`config.mk`:
```
export PLATFORM = sky130hd
export DESIGN_NAME = array_arbiter_flat
export DESIGN_NICKNAME = d
export VERILOG_FILES = /design/src/rtl/array_arb_pkg.sv /design/src/rtl/array_arbiter_if.sv /design/src/rtl/array_arbiter_rr_pick.sv /design/src/rtl/array_arbiter.sv /design/src/flat_wrapper.sv
export SDC_FILE = /design/constraint.sdc
export NUM_CORES = 1
export LEC_CHECK = 0
export ABC_AREA = 1
export BUFFER_PORTS_ARGS = -buffer_cell sky130_fd_sc_hd__buf_4
export CORE_MARGIN = 5
export CORE_UTILIZATION = 25
export CTS_BUF_LIST = sky130_fd_sc_hd__clkbuf_16
export DETAILED_ROUTE_END_ITERATION = 12
export RECOVER_POWER = 100
export SYNTH_ARGS = -nofsm -noshare
export SYNTH_HDL_FRONTEND = slang
export SYNTH_SLANG_ARGS = --single-unit
```
`constraint.sdc`:
```
create_clock -name clk -period 1.4 [get_ports clk]
set_input_delay 0.14 -clock clk [delete_from_list [all_inputs] [get_ports clk]]
set_output_delay 0.14 -clock clk [all_outputs]
set_load 0.01 [all_outputs]
```
`src/rtl/array_arb_pkg.sv`:
```
// Shared types and constants for the two-requester array arbiter.
// The clear sequencer is compiled only when ARRAY_ARB_CLEAR_EN is defined.
package array_arb_pkg;

    typedef enum logic [1:0] {
        IDLE,
        ACCESS,
        CLEAR
    } arb_state_t;

    localparam int NUM_REQ  = 2;
    localparam int DEPTH    = 8;
    localparam int IDX_W    = 8;
    localparam int CLR_LAST = 7;

    function automatic logic in_range(input logic [IDX_W-1:0] i);
        return i < IDX_W'(DEPTH);
    endfunction

    function automatic logic [NUM_REQ-1:0] onehot(input logic w);
        return {w, ~w};
    endfunction

endpackage

```
`src/rtl/array_arbiter_if.sv`:
```
// Client-side bundle of the array arbiter: per-requester request,
// completion and status, plus the clear request and busy flag.
interface array_arbiter_if
    import array_arb_pkg::*;
#(
    parameter int width = 32
);

    logic [NUM_REQ-1:0]            req;
    logic [NUM_REQ-1:0]            we;
    logic [NUM_REQ-1:0][IDX_W-1:0] idx;
    logic [NUM_REQ-1:0][width-1:0] wdata;
    logic [NUM_REQ-1:0]            gnt;
    logic [NUM_REQ-1:0]            done;
    logic [NUM_REQ-1:0]            err;
    logic [width-1:0]              rdata;
    logic                          clear;
    logic                          busy;

    modport slave (
        input  req, we, idx, wdata, clear,
        output gnt, done, err, rdata, busy
    );

    modport master (
        output req, we, idx, wdata, clear,
        input  gnt, done, err, rdata, busy
    );

endinterface

```
`src/rtl/array_arbiter_rr_pick.sv`:
```
// Combinational two-way round-robin selector; the pointer
// register lives in the arbiter.
module rr_pick (
    input  logic [1:0] req,
    input  logic       ptr,
    output logic       win,
    output logic       any
);

    assign any = |req;

    always_comb begin
        win = 1'b0;
        unique case (req)
            2'b11:   win = ptr;
            2'b10:   win = 1'b1;
            default: win = 1'b0;
        endcase
    end

endmodule

```
`src/rtl/array_arbiter.sv`:
```
// Round-robin arbiter sharing one array between two requesters.
// Optional clear sequencer enabled by ARRAY_ARB_CLEAR_EN.
module array_arbiter
    import array_arb_pkg::*;
#(
    parameter int width = 32
) (
    input  logic             clk,
    input  logic             rst,
    array_arbiter_if.slave   bus,
    output logic             arr_write,
    output logic [IDX_W-1:0] arr_index,
    output logic [width-1:0] arr_datain,
    input  logic [width-1:0] arr_dataout
);

    arb_state_t         state;
    logic               ptr;
    logic               win;
    logic               any;
    logic               l_win;
    logic               l_we;
    logic               l_ok;
    logic [NUM_REQ-1:0] gnt_q;
    logic [NUM_REQ-1:0] done_q;
    logic [NUM_REQ-1:0] err_q;
    logic [width-1:0]   rdata_q;

`ifdef ARRAY_ARB_CLEAR_EN
    logic busy_q;
    logic clr_pend;
    assign bus.busy = busy_q;
`else
    assign bus.busy = 1'b0;
`endif

    rr_pick u_pick (
        .req (bus.req),
        .ptr (ptr),
        .win (win),
        .any (any)
    );

    assign bus.gnt   = gnt_q;
    assign bus.done  = done_q;
    assign bus.err   = err_q;
    assign bus.rdata = rdata_q;

    always_ff @(posedge clk) begin
        if (rst) begin
            state      <= IDLE;
            ptr        <= 1'b0;
            l_win      <= 1'b0;
            l_we       <= 1'b0;
            l_ok       <= 1'b0;
            gnt_q      <= '0;
            done_q     <= '0;
            err_q      <= '0;
            rdata_q    <= '0;
            arr_write  <= 1'b0;
            arr_index  <= '0;
            arr_datain <= '0;
`ifdef ARRAY_ARB_CLEAR_EN
            busy_q     <= 1'b0;
            clr_pend   <= 1'b0;
`endif
        end else begin
            gnt_q  <= '0;
            done_q <= '0;
            err_q  <= '0;
            unique case (state)
                IDLE: begin
`ifdef ARRAY_ARB_CLEAR_EN
                    // A waiting clear beats any request.
                    if (bus.clear || clr_pend) begin
                        state      <= CLEAR;
                        clr_pend   <= 1'b0;
                        busy_q     <= 1'b1;
                        arr_write  <= 1'b1;
                        arr_index  <= '0;
                        arr_datain <= '0;
                    end else
`endif
                    if (any) begin
                        state      <= ACCESS;
                        ptr        <= ~win;
                        l_win      <= win;
                        l_we       <= bus.we[win];
                        l_ok       <= in_range(bus.idx[win]);
                        gnt_q      <= onehot(win);
                        arr_index  <= bus.idx[win];
                        arr_datain <= bus.wdata[win];
                        arr_write  <= bus.we[win]
                                    & in_range(bus.idx[win]);
                    end
                end
                ACCESS: begin
                    state      <= IDLE;
                    done_q     <= onehot(l_win);
                    err_q      <= l_ok ? '0 : onehot(l_win);
                    rdata_q    <= (!l_we && l_ok) ? arr_dataout : '0;
                    arr_write  <= 1'b0;
                    arr_index  <= '0;
                    arr_datain <= '0;
`ifdef ARRAY_ARB_CLEAR_EN
                    if (bus.clear) begin
                        clr_pend <= 1'b1;
                    end
`endif
                end
`ifdef ARRAY_ARB_CLEAR_EN
                CLEAR: begin
                    // arr_index doubles as the sweep counter.
                    if (arr_index == IDX_W'(CLR_LAST)) begin
                        state     <= IDLE;
                        busy_q    <= 1'b0;
                        arr_write <= 1'b0;
                        arr_index <= '0;
                    end else begin
                        arr_index <= arr_index + IDX_W'(1);
                    end
                end
`endif
                default: begin
                    state <= IDLE;
                end
            endcase
        end
    end

endmodule

```
`src/flat_wrapper.sv`:
```
// flat-port wrapper written by rule: the top's interface ports become plain ports
module array_arbiter_flat import array_arb_pkg::*;
#(
    parameter int width = 32
)
  (clk, rst, arr_write, arr_index, arr_datain, arr_dataout, bus_req, bus_we, bus_idx, bus_wdata, bus_clear, bus_gnt, bus_done, bus_err, bus_rdata, bus_busy);
  array_arbiter_if #(.width(width)) bus_i ();
  input  logic clk;
  input  logic rst;
  output logic arr_write;
  output logic [IDX_W-1:0] arr_index;
  output logic [width-1:0] arr_datain;
  input  logic [width-1:0] arr_dataout;
  input wire logic [$bits(bus_i.req)-1:0] bus_req;
  input wire logic [$bits(bus_i.we)-1:0] bus_we;
  input wire logic [$bits(bus_i.idx)-1:0] bus_idx;
  input wire logic [$bits(bus_i.wdata)-1:0] bus_wdata;
  input wire logic [$bits(bus_i.clear)-1:0] bus_clear;
  output wire logic [$bits(bus_i.gnt)-1:0] bus_gnt;
  output wire logic [$bits(bus_i.done)-1:0] bus_done;
  output wire logic [$bits(bus_i.err)-1:0] bus_err;
  output wire logic [$bits(bus_i.rdata)-1:0] bus_rdata;
  output wire logic [$bits(bus_i.busy)-1:0] bus_busy;
  assign bus_i.req = bus_req;
  assign bus_i.we = bus_we;
  assign bus_i.idx = bus_idx;
  assign bus_i.wdata = bus_wdata;
  assign bus_i.clear = bus_clear;
  assign bus_gnt = bus_i.gnt;
  assign bus_done = bus_i.done;
  assign bus_err = bus_i.err;
  assign bus_rdata = bus_i.rdata;
  assign bus_busy = bus_i.busy;
  array_arbiter #(.width(width)) u_core (.clk(clk), .rst(rst), .bus(bus_i), .arr_write(arr_write), .arr_index(arr_index), .arr_datain(arr_datain), .arr_dataout(arr_dataout));
endmodule
```
==> run metrics, run 1 <==
outcome finished clean; Pleak roughly 2.2 nW; most common cell after layout, fill and taps aside buf_4; Req. time, crit path 1.66 ns; Worst R2R Path Depth 8; Setup Skew 0.00515 ns; # diodes 0; combinational cell fraction of total power 16.2%; fin crit period 1.32 ns; initial antenna violation count 0; Non-Filler Instances 793; Core Util, Final 39.9%; gr usage total 14.0%; final hold viol count 0; endpoint class of the critical path flop; max cap viols 0; Clock Power Share 37.2%; Die H 124 µm; final instance area roughly 5000 µm²; reg-to-reg slack, setup 0.09 ns; Startpoint Class input port; Critical Path Stages 6; CTS Sinks 84; syn avg cell area 7.80 µm²; CP max stage cell dlygate4sd3_1; most frequent cells in the layout 133 x buf_4, 83 x dfxtp_1, 79 x clkbuf_1, 77 x o21ai_0, 74 x nand3_1; worst flop-to-flop path endpoint u_core.arr_write$_SDFFE_PP0P_; global-route wire length before repair 16.7 mm; Port Buffer Count roughly 200; Setup WS pre-CTS 0.0121 ns; clk slew on worst S/H paths 0.06 ns; crit path launch rst; Synth-to-Final Area Change 55.7%; largest net degree at the start of global routing 54; H-tree Lvls 3; CP Buf/Inv Count 4; vias in the first global route 3476; Avg WL per Cell 14.4 µm; P_int around 4.1 mW; Chip Width 124 µm; GR Overflow Total 0; dpl hpwl roughly 8.4 mm; TritonRoute pass-1 iters 4; largest family of logic cells by synthesized area simple AND/OR/NAND/NOR gates; worst setup path class in2reg; period utilisation layout 94.1%; Post-Synth XOR/XNOR Area 0%; worst hold slack 0.0505 ns; maximum VDD drop 0.594 mV; worst r2r src u_core.ptr$_SDFFE_PP0P_; sequential area share after synthesis 51.8%; DR vias 3613; antenna viol nets, final 0; Final Slew Violations 0; drc violations 0; Placer Congestion 0.778; Nets 738; Core ar. 12700 µm²; Net Sw Frac around a quarter; post-synthesis mux area share 0%; Setup WS post-layout ~0.083 ns; CP endpoint u_core.arr_datain[17]$_SDFFE_PP0P_; total power 5.51 mW; Hold Crit Class in2reg; dpl cells 768; post-DR vias/cell 4.56; die area 15400 µm²; number of CTS-inserted buffers 9; CTS tree done; placed inst area 4960 µm²; area fraction in compound gates after synthesis a little under a fifth; Synth cell types 26; simple-gate portion of the synthesized area 20.2%; Fin Setup TNS 0 ns; delay-heaviest family, CP buffers and inverters; # IOs 199; starting density of the core between 20% and 30%; WL final 11.4 mm; number of synthesized register bits 84; Root Driver clkbuf_16; fraction of the mapped netlist area in adder cells 0%; Worst Path Max Fanout 23; DR iter-0 viols 140; final setup fails 0; layout cells sized above 1 27.2%; post-synth design cell area approximately 3200 µm²; Peak Freq 0.759 GHz; standard-cell rows 41; sequential share of power 46.6%; Psw 1.40 mW; clock buffer depth 2; Post-Synthesis Cells 416; number of synthesis warnings 0; Net Count, Synth around 540; PwrDens 1090 nW/µm²; Critical Path AT 1.58 ns; critical path's largest stage delay 0.54 ns; CP Cell Sequence dlygate4sd3_1 -> buf_4 -> inv_2 -> buf_2 -> nand3_1 -> o21ai_1; Clk Latency, worst-skew pair 0.33 ns
power groups by stage:
| stage | clock network (mW) | logic, mW | registers, mW |
|---|---|---|---|
| after detailed placement | 0 | 0.916 | 2.62 |
| final | 2.05 | 0.893 | 2.57 |
| after global placement | 0 | 0.911 | 2.61 |
| after global routing | 2.25 | 0.985 | 2.58 |
| after CTS | 2.15 | 0.923 | 2.57 |
| after floorplan | 0 | 0.316 | 2.66 |
how the worst min path moves through the flow:
stage | start | endpoint | depth (start not counted)
6_report | bus_wdata[20] | u_core.arr_datain[20]$_SDFFE_PP0P_ | 3
5_1_grt | bus_wdata[20] | u_core.arr_datain[20]$_SDFFE_PP0P_ | 3
4_1_cts | bus_wdata[20] | u_core.arr_datain[20]$_SDFFE_PP0P_ | 3
3_5_place_dp | rst | u_core.arr_write$_SDFFE_PP0P_ | 2
3_3_place_gp | rst | u_core.arr_write$_SDFFE_PP0P_ | 2
2_1_floorplan | rst | u_core.arr_write$_SDFFE_PP0P_ | 1
layout make-up:
cell class,instances,area [µm²]
Fill cell,1371,7610
Timing Repair Buffer,222,1450
Clock buffer,9,225
Multi-Input combinational cell,259,1300
Inverter,43,161
Sequential cell,84,1680
Clock inverter,4,21.3
Tap cell,172,215
cells by family (layout without fill, tap and decap cells):
logic type,count (synthesis),after routing
AO/OA/AOI/OAI,112,112
AND/OR/NAND/NOR,145,146
flip-flops,84,84
buffers and inverters,74,278
other,1,1
timing repair:
action | CTS | global route
endpoints found under the setup margin | 1 | 23
gates cloned | 0 | 2
hold buffers | 1 | 0
gates resized for setup | 1 | 12
buffers inserted | 0 | 9
endpoints found under the hold margin | 1 | 0
pin swaps | 0 | 4
per-layer routing:
| layer | global-route usage, % | vias up | routed length, µm | share of wire, % |
|---|---|---|---|---|
| met4 | 3.97 | 0 | 148 | 1.3 |
| met1 | 16.0 | 1637 | 4680 | 41 |
| met2 | 22.7 | 168 | 5180 | 45 |
| met3 | 7.36 | 15 | 1390 | 12 |
| li1 | - | 1793 | - | - |
| met5 | 0 | - | 0 | 0 |
sequential cells by signal, summed over array words and instances (netlist names):
register / count
u_core.l_win: 1
u_core.l_we: 1
u_core.bus.err: 2
u_core.arr_index: 8
u_core.l_ok: 1
u_core.arr_write: 1
u_core.bus.gnt: 2
u_core.ptr: 1
u_core.bus.done: 2
u_core.state: 1
u_core.arr_datain: 32
u_core.bus.rdata: 32
cells in the mapped netlist, drive strengths merged:
library cell	number	share of area, %
a21boi	1	0.35
a21oi	2	0.42
a31o	2	0.54
a32o	3	0.92
buf	13	2.4
clkbuf	18	2.1
conb	1	0.12
dfxtp	84	52
inv	43	5.0
nand2	21	2.6
nand3	74	11
nand3b	1	0.23
nor2	46	5.4
nor3	3	0.62
o21a	1	0.23
o21ai	102	16
o31ai	1	0.23
worst register-to-register path, cell delays in order (launching register included):
cell      delay, ns
dfxtp_2        0.34
inv_2          0.05
buf_6          0.11
a21boi_4       0.20
buf_6          0.15
nand2_4        0.04
a21oi_2        0.14
nand3_1        0.09
a21oi_1        0.14
No activity file was read; power rests on OpenSTA's default activity.
==> run 2: changes to the inputs <==
--- a/config.mk
+++ b/config.mk
@@ -8,9 +8,11 @@
 export ABC_AREA = 1
 export BUFFER_PORTS_ARGS = -buffer_cell sky130_fd_sc_hd__buf_4
 export CORE_MARGIN = 5
-export CORE_UTILIZATION = 25
+export CORE_UTILIZATION = 43
 export CTS_BUF_LIST = sky130_fd_sc_hd__clkbuf_16
 export DETAILED_ROUTE_END_ITERATION = 12
+export HOLD_SLACK_MARGIN = 0.02
+export PLACE_DENSITY = 0.8
 export RECOVER_POWER = 100
 export SYNTH_ARGS = -nofsm -noshare
 export SYNTH_HDL_FRONTEND = slang
==> run metrics, run 2 (synthesized netlist as in run 1, its figures left out) <==
Die H 96.9 µm; Non-Filler Instances 715; Avg WL per Cell 15.0 µm; dpl hpwl approximately 7.9 mm; Worst Path Max Fanout 7; most common cell after layout, fill and taps aside buf_4; # IOs 199; largest net degree at the start of global routing 42; CTS Sinks 84; Startpoint Class flop; worst hold slack 0.0586 ns; DR iter-0 viols 193; antenna viol nets, final 0; TritonRoute pass-1 iters 4; Nets 730; Peak Freq between 0.7 and 0.8 GHz; CP max stage cell dfxtp_1; layout cells sized above 1 26.0%; total power 5.84 mW; GR Overflow Total 0; dpl cells 693; outcome finished clean; global-route wire length before repair ~17 mm; period utilisation layout 96.4%; Setup Skew between 0.006 and 0.007 ns; maximum VDD drop 0.687 mV; Req. time, crit path roughly 1.7 ns; DR vias approximately 3.6k; critical path's largest stage delay 0.33 ns; drc violations 0; CP Cell Sequence inv_1 -> nand2_2 -> nand2_4 -> buf_2 -> nand2_1 -> nand2_1 -> nor2_2 -> nand3_1 -> a21oi_1; Chip Width 96.9 µm; final hold viol count 0; clk slew on worst S/H paths 0.06 ns; number of CTS-inserted buffers 9; Fillers 720; standard-cell rows 31; endpoint class of the critical path flop; Multi-input gate area 1280 µm²; vias in the first global route 3568; Pleak 2.18 nW; Final Slew Violations 0; Core ar. between 7000 and 8000 µm²; max cap viols 0; post-DR vias/cell approximately 5; PwrDens 1190 nW/µm²; CP Buf/Inv Count 2; most frequent cells in the layout 132 x buf_4, 84 x dfxtp_1, 79 x clkbuf_1, 74 x nand3_1, 69 x o21ai_0; Placer Congestion 0.804; clock buffer depth 2; RSZ-0062 raised after global routing true; fin crit period around 1.3 ns; Critical Path AT 1.61 ns; Root Driver clkbuf_16; H-tree Lvls 3; CTS tree done; initial antenna violation count 0; # diodes 0; most used cell along the critical path nand2_1; final setup fails 0; Clk Latency, worst-skew pair 0.33 ns; worst setup path class reg2reg; WL final 10.8 mm; delay-heaviest family, CP simple AND/OR/NAND/NOR gates; gr usage total 21.9%; Hold Crit Class in2reg; die area 9390 µm²; Port Buffer Count 196; Synth-to-Final Area Change 51.0%; storage element area 1680 µm²; starting density of the core 44.5%
==> run 2: cell types whose count changed in the layout (fill, tap and decap cells not counted), moves of 2 or more <==
cell and delta:
inv_1 +2, o21ai_1 +8, o21ai_0 -8, bufinv_16 +2, buf_6 -3, nor2_2 +2
buf_12 -2
==> run 2: path summary, 6_finish.rpt <==
path,start,endpoint,slack [ns],cells past startpoint
setup / recovery,u_core.ptr$_SDFFE_PP0P_,u_core.arr_write$_SDFFE_PP0P_,0.05,9
hold / removal,bus_wdata[20],u_core.arr_datain[20]$_SDFFE_PP0P_,0.06,3
setup reg to reg,u_core.ptr$_SDFFE_PP0P_,u_core.arr_write$_SDFFE_PP0P_,0.05,9
hold reg to reg,u_core.l_win$_SDFFE_PP0P_,u_core.bus.done[0]$_SDFF_PP0_,0.46,1
==> run 2: through the flow <==
stage | TNS [ns] | setup WS [ns] | util, % | cell area (µm²)
2_1_floorplan | 0 | 0.229 | - | 3250
3_3_place_gp | 0 | 0.0923 | 66.3 | 4830
3_5_place_dp | 0 | 0.0585 | 66.3 | 4830
4_1_cts | 0 | 0.0345 | 70.7 | 5150
5_1_grt | -0.0402 | -0.0283 | 67.2 | 4900
6_report | 0 | 0.0510 | 67.2 | 4900
==> run 2: area by class of cell <==
| class | instances | area share [%] |
|---|---|---|
| repair buffers | 215 | 27.4 |
| clock buffers | 9 | 4.59 |
| clock inverters | 7 | 1.71 |
| multi-input cells | 258 | 26.2 |
| flip-flops and latches | 84 | 34.3 |
| inverters | 43 | 3.29 |
| well taps | 99 | 2.53 |
==> run 2: worst reg2reg max path: cells and delay by family, from the launching register on <==
family                 cells  cell delay [ns]
DFF                        1             0.33
and+or+nand+nor            6             0.57
buffers and inverters      2             0.27
AOI/OAI and AO/OA          1             0.12
==> run 2: routing by layer <==
metal / vias up / global-route usage [%] / wire, µm
li1: 1778 / - / -
met1: 1610 / 25.7 / 4380
met2: 170 / 36.7 / 5030
met3: 14 / 8.35 / 1190
met4: 0 / 7.34 / 156
met5: - / 0 / 0
==> run 2: where the power goes <==
part | switching [mW] | internal, mW
sequential | 0.0581 | 2.50
combinational | 0.434 | 0.399
clock | 0.905 | 1.54
==> run 2: repair_timing <==
action / 4_1_cts / 5_1_grt
endpoints found under the hold margin: 1 / 0
hold buffers: 1 / 0
resized for setup: 0 / 4
setup buffers: 0 / 5
setup endpoints to repair: 0 / 14
==> run 3: changes to the inputs <==
--- a/config.mk
+++ b/config.mk
@@ -12,7 +12,7 @@
 export CTS_BUF_LIST = sky130_fd_sc_hd__clkbuf_16
 export DETAILED_ROUTE_END_ITERATION = 12
 export HOLD_SLACK_MARGIN = 0.02
-export PLACE_DENSITY = 0.8
+export PLACE_DENSITY_LB_ADDON = 0.05
 export RECOVER_POWER = 100
 export SYNTH_ARGS = -nofsm -noshare
 export SYNTH_HDL_FRONTEND = slang
==> run metrics, run 3 (synthesized netlist as in run 1, its figures left out) <==
outcome finished clean; Hold Crit Class in2reg; antenna viol nets, final 0; initial antenna violation count 0; DR iter-0 viols 170; gr usage total 21.5%; RSZ-0062 raised after global routing false; Fin Setup TNS 0 ns; Peak Freq 0.795 GHz; starting density of the core 44.5%; dpl cells 697; global-route wire length before repair between 15 and 20 mm; Fillers 699; post-DR vias/cell 4.95; clk slew on worst S/H paths roughly 0.060 ns; Chip Width 96.9 µm; dpl hpwl about 7.6 mm; vias in the first global route 3496; CTS Sinks 84; Final Slew Violations 0; GR Overflow Total 0; maximum VDD drop 0.786 mV; PwrDens 1200 nW/µm²; max cap viols 0; Placer Congestion 0.824; H-tree Lvls 3; Die H 96.9 µm; Pleak 2.16 nW; placed inst area 4860 µm²; Avg WL per Cell 14.4 µm; die area 9390 µm²; Non-Filler Instances about 710; Startpoint Class input port; Worst Path Max Fanout 14; final hold viol count 0; final setup fails 0; drc violations 0; most frequent cells in the layout 131 x buf_4, 84 x o21ai_0, 84 x dfxtp_1, 79 x clkbuf_1, 74 x nand3_1; largest net degree at the start of global routing 33; final instance area 4890 µm²; period utilisation layout 89.8%; Synth-to-Final Area Change 50.8%; TritonRoute pass-1 iters 5; Req. time, crit path roughly 1.7 ns; # IOs 199; layout cells sized above 1 25.9%; standard-cell rows 31; total power 5.85 mW; Clk Latency, worst-skew pair 0.33 ns; Port Buffer Count 196; fin crit period 1.26 ns; most common cell after layout, fill and taps aside buf_4; # diodes 0; clock buffer depth 2; Critical Path AT 1.51 ns; Setup Skew 0.00707 ns; number of CTS-inserted buffers 9; Core Util, Final between 60% and 70%; CTS tree done; Setup WS pre-CTS roughly 0.08 ns; WL final 10.3 mm; Setup WS post-layout 0.142 ns; DR vias between 3k and 4k; worst setup path class in2reg; Nets 729; endpoint class of the critical path flop; reg-to-reg slack, setup approximately 0.15 ns; worst hold slack 0.0568 ns; Root Driver clkbuf_16; Core ar. 7290 µm²
run 3: area by class of cell:
type | instances | area [µm²] | area share [%]
inverter | 43 | 161 | 3.30
multi-input combinational | 258 | 1270 | 25.9
timing repair buffer | 214 | 1340 | 27.4
tap | 99 | 124 | 2.53
clock inverter | 7 | 91.3 | 1.87
clock buffer | 9 | 225 | 4.60
sequential | 84 | 1680 | 34.4
run 3: worst max-delay path: stages:
cell and delay, ns:
dlygate4sd3_1 0.53, buf_4 0.14, inv_2 0.08, nand2_2 0.07
inv_2 0.08, buf_4 0.18, o21ai_0 0.10, o21ai_0 0.17
run 3: path summary, 6_finish.rpt:
check	endpoint	from	cells after the start
setup / recovery	u_core.arr_datain[2]$_SDFFE_PP0P_	rst	8
hold / removal	u_core.arr_datain[17]$_SDFFE_PP0P_	bus_wdata[17]	3
setup reg to reg	u_core.arr_write$_SDFFE_PP0P_	u_core.ptr$_SDFFE_PP0P_	8
hold reg to reg	u_core.arr_datain[17]$_SDFFE_PP0P_	u_core.arr_datain[17]$_SDFFE_PP0P_	2
run 3: repair_timing:
action | 4_1_cts | 5_1_grt
hold endpoints to repair | 1 | 0
setup endpoints to repair | 0 | 3
resized for setup | 0 | 2
hold buffers | 1 | 0
buffers inserted | 0 | 0
run 3: per-layer routing:
metal,vias to the layer above,global-route usage [%],share of wire [%]
li1,1768,-,-
met1,1601,24.9,41
met2,147,35.0,48
met3,20,9.35,9.1
met4,0,8.10,2.4
met5,-,0,0
run 3: power breakdown:
part | internal [mW] | total (mW) | leakage (nW) | switching (mW)
logic | 0.393 | 0.812 | 1.33 | 0.419
registers | 2.50 | 2.56 | 0.686 | 0.0560
clock network | 1.55 | 2.48 | 0.145 | 0.927
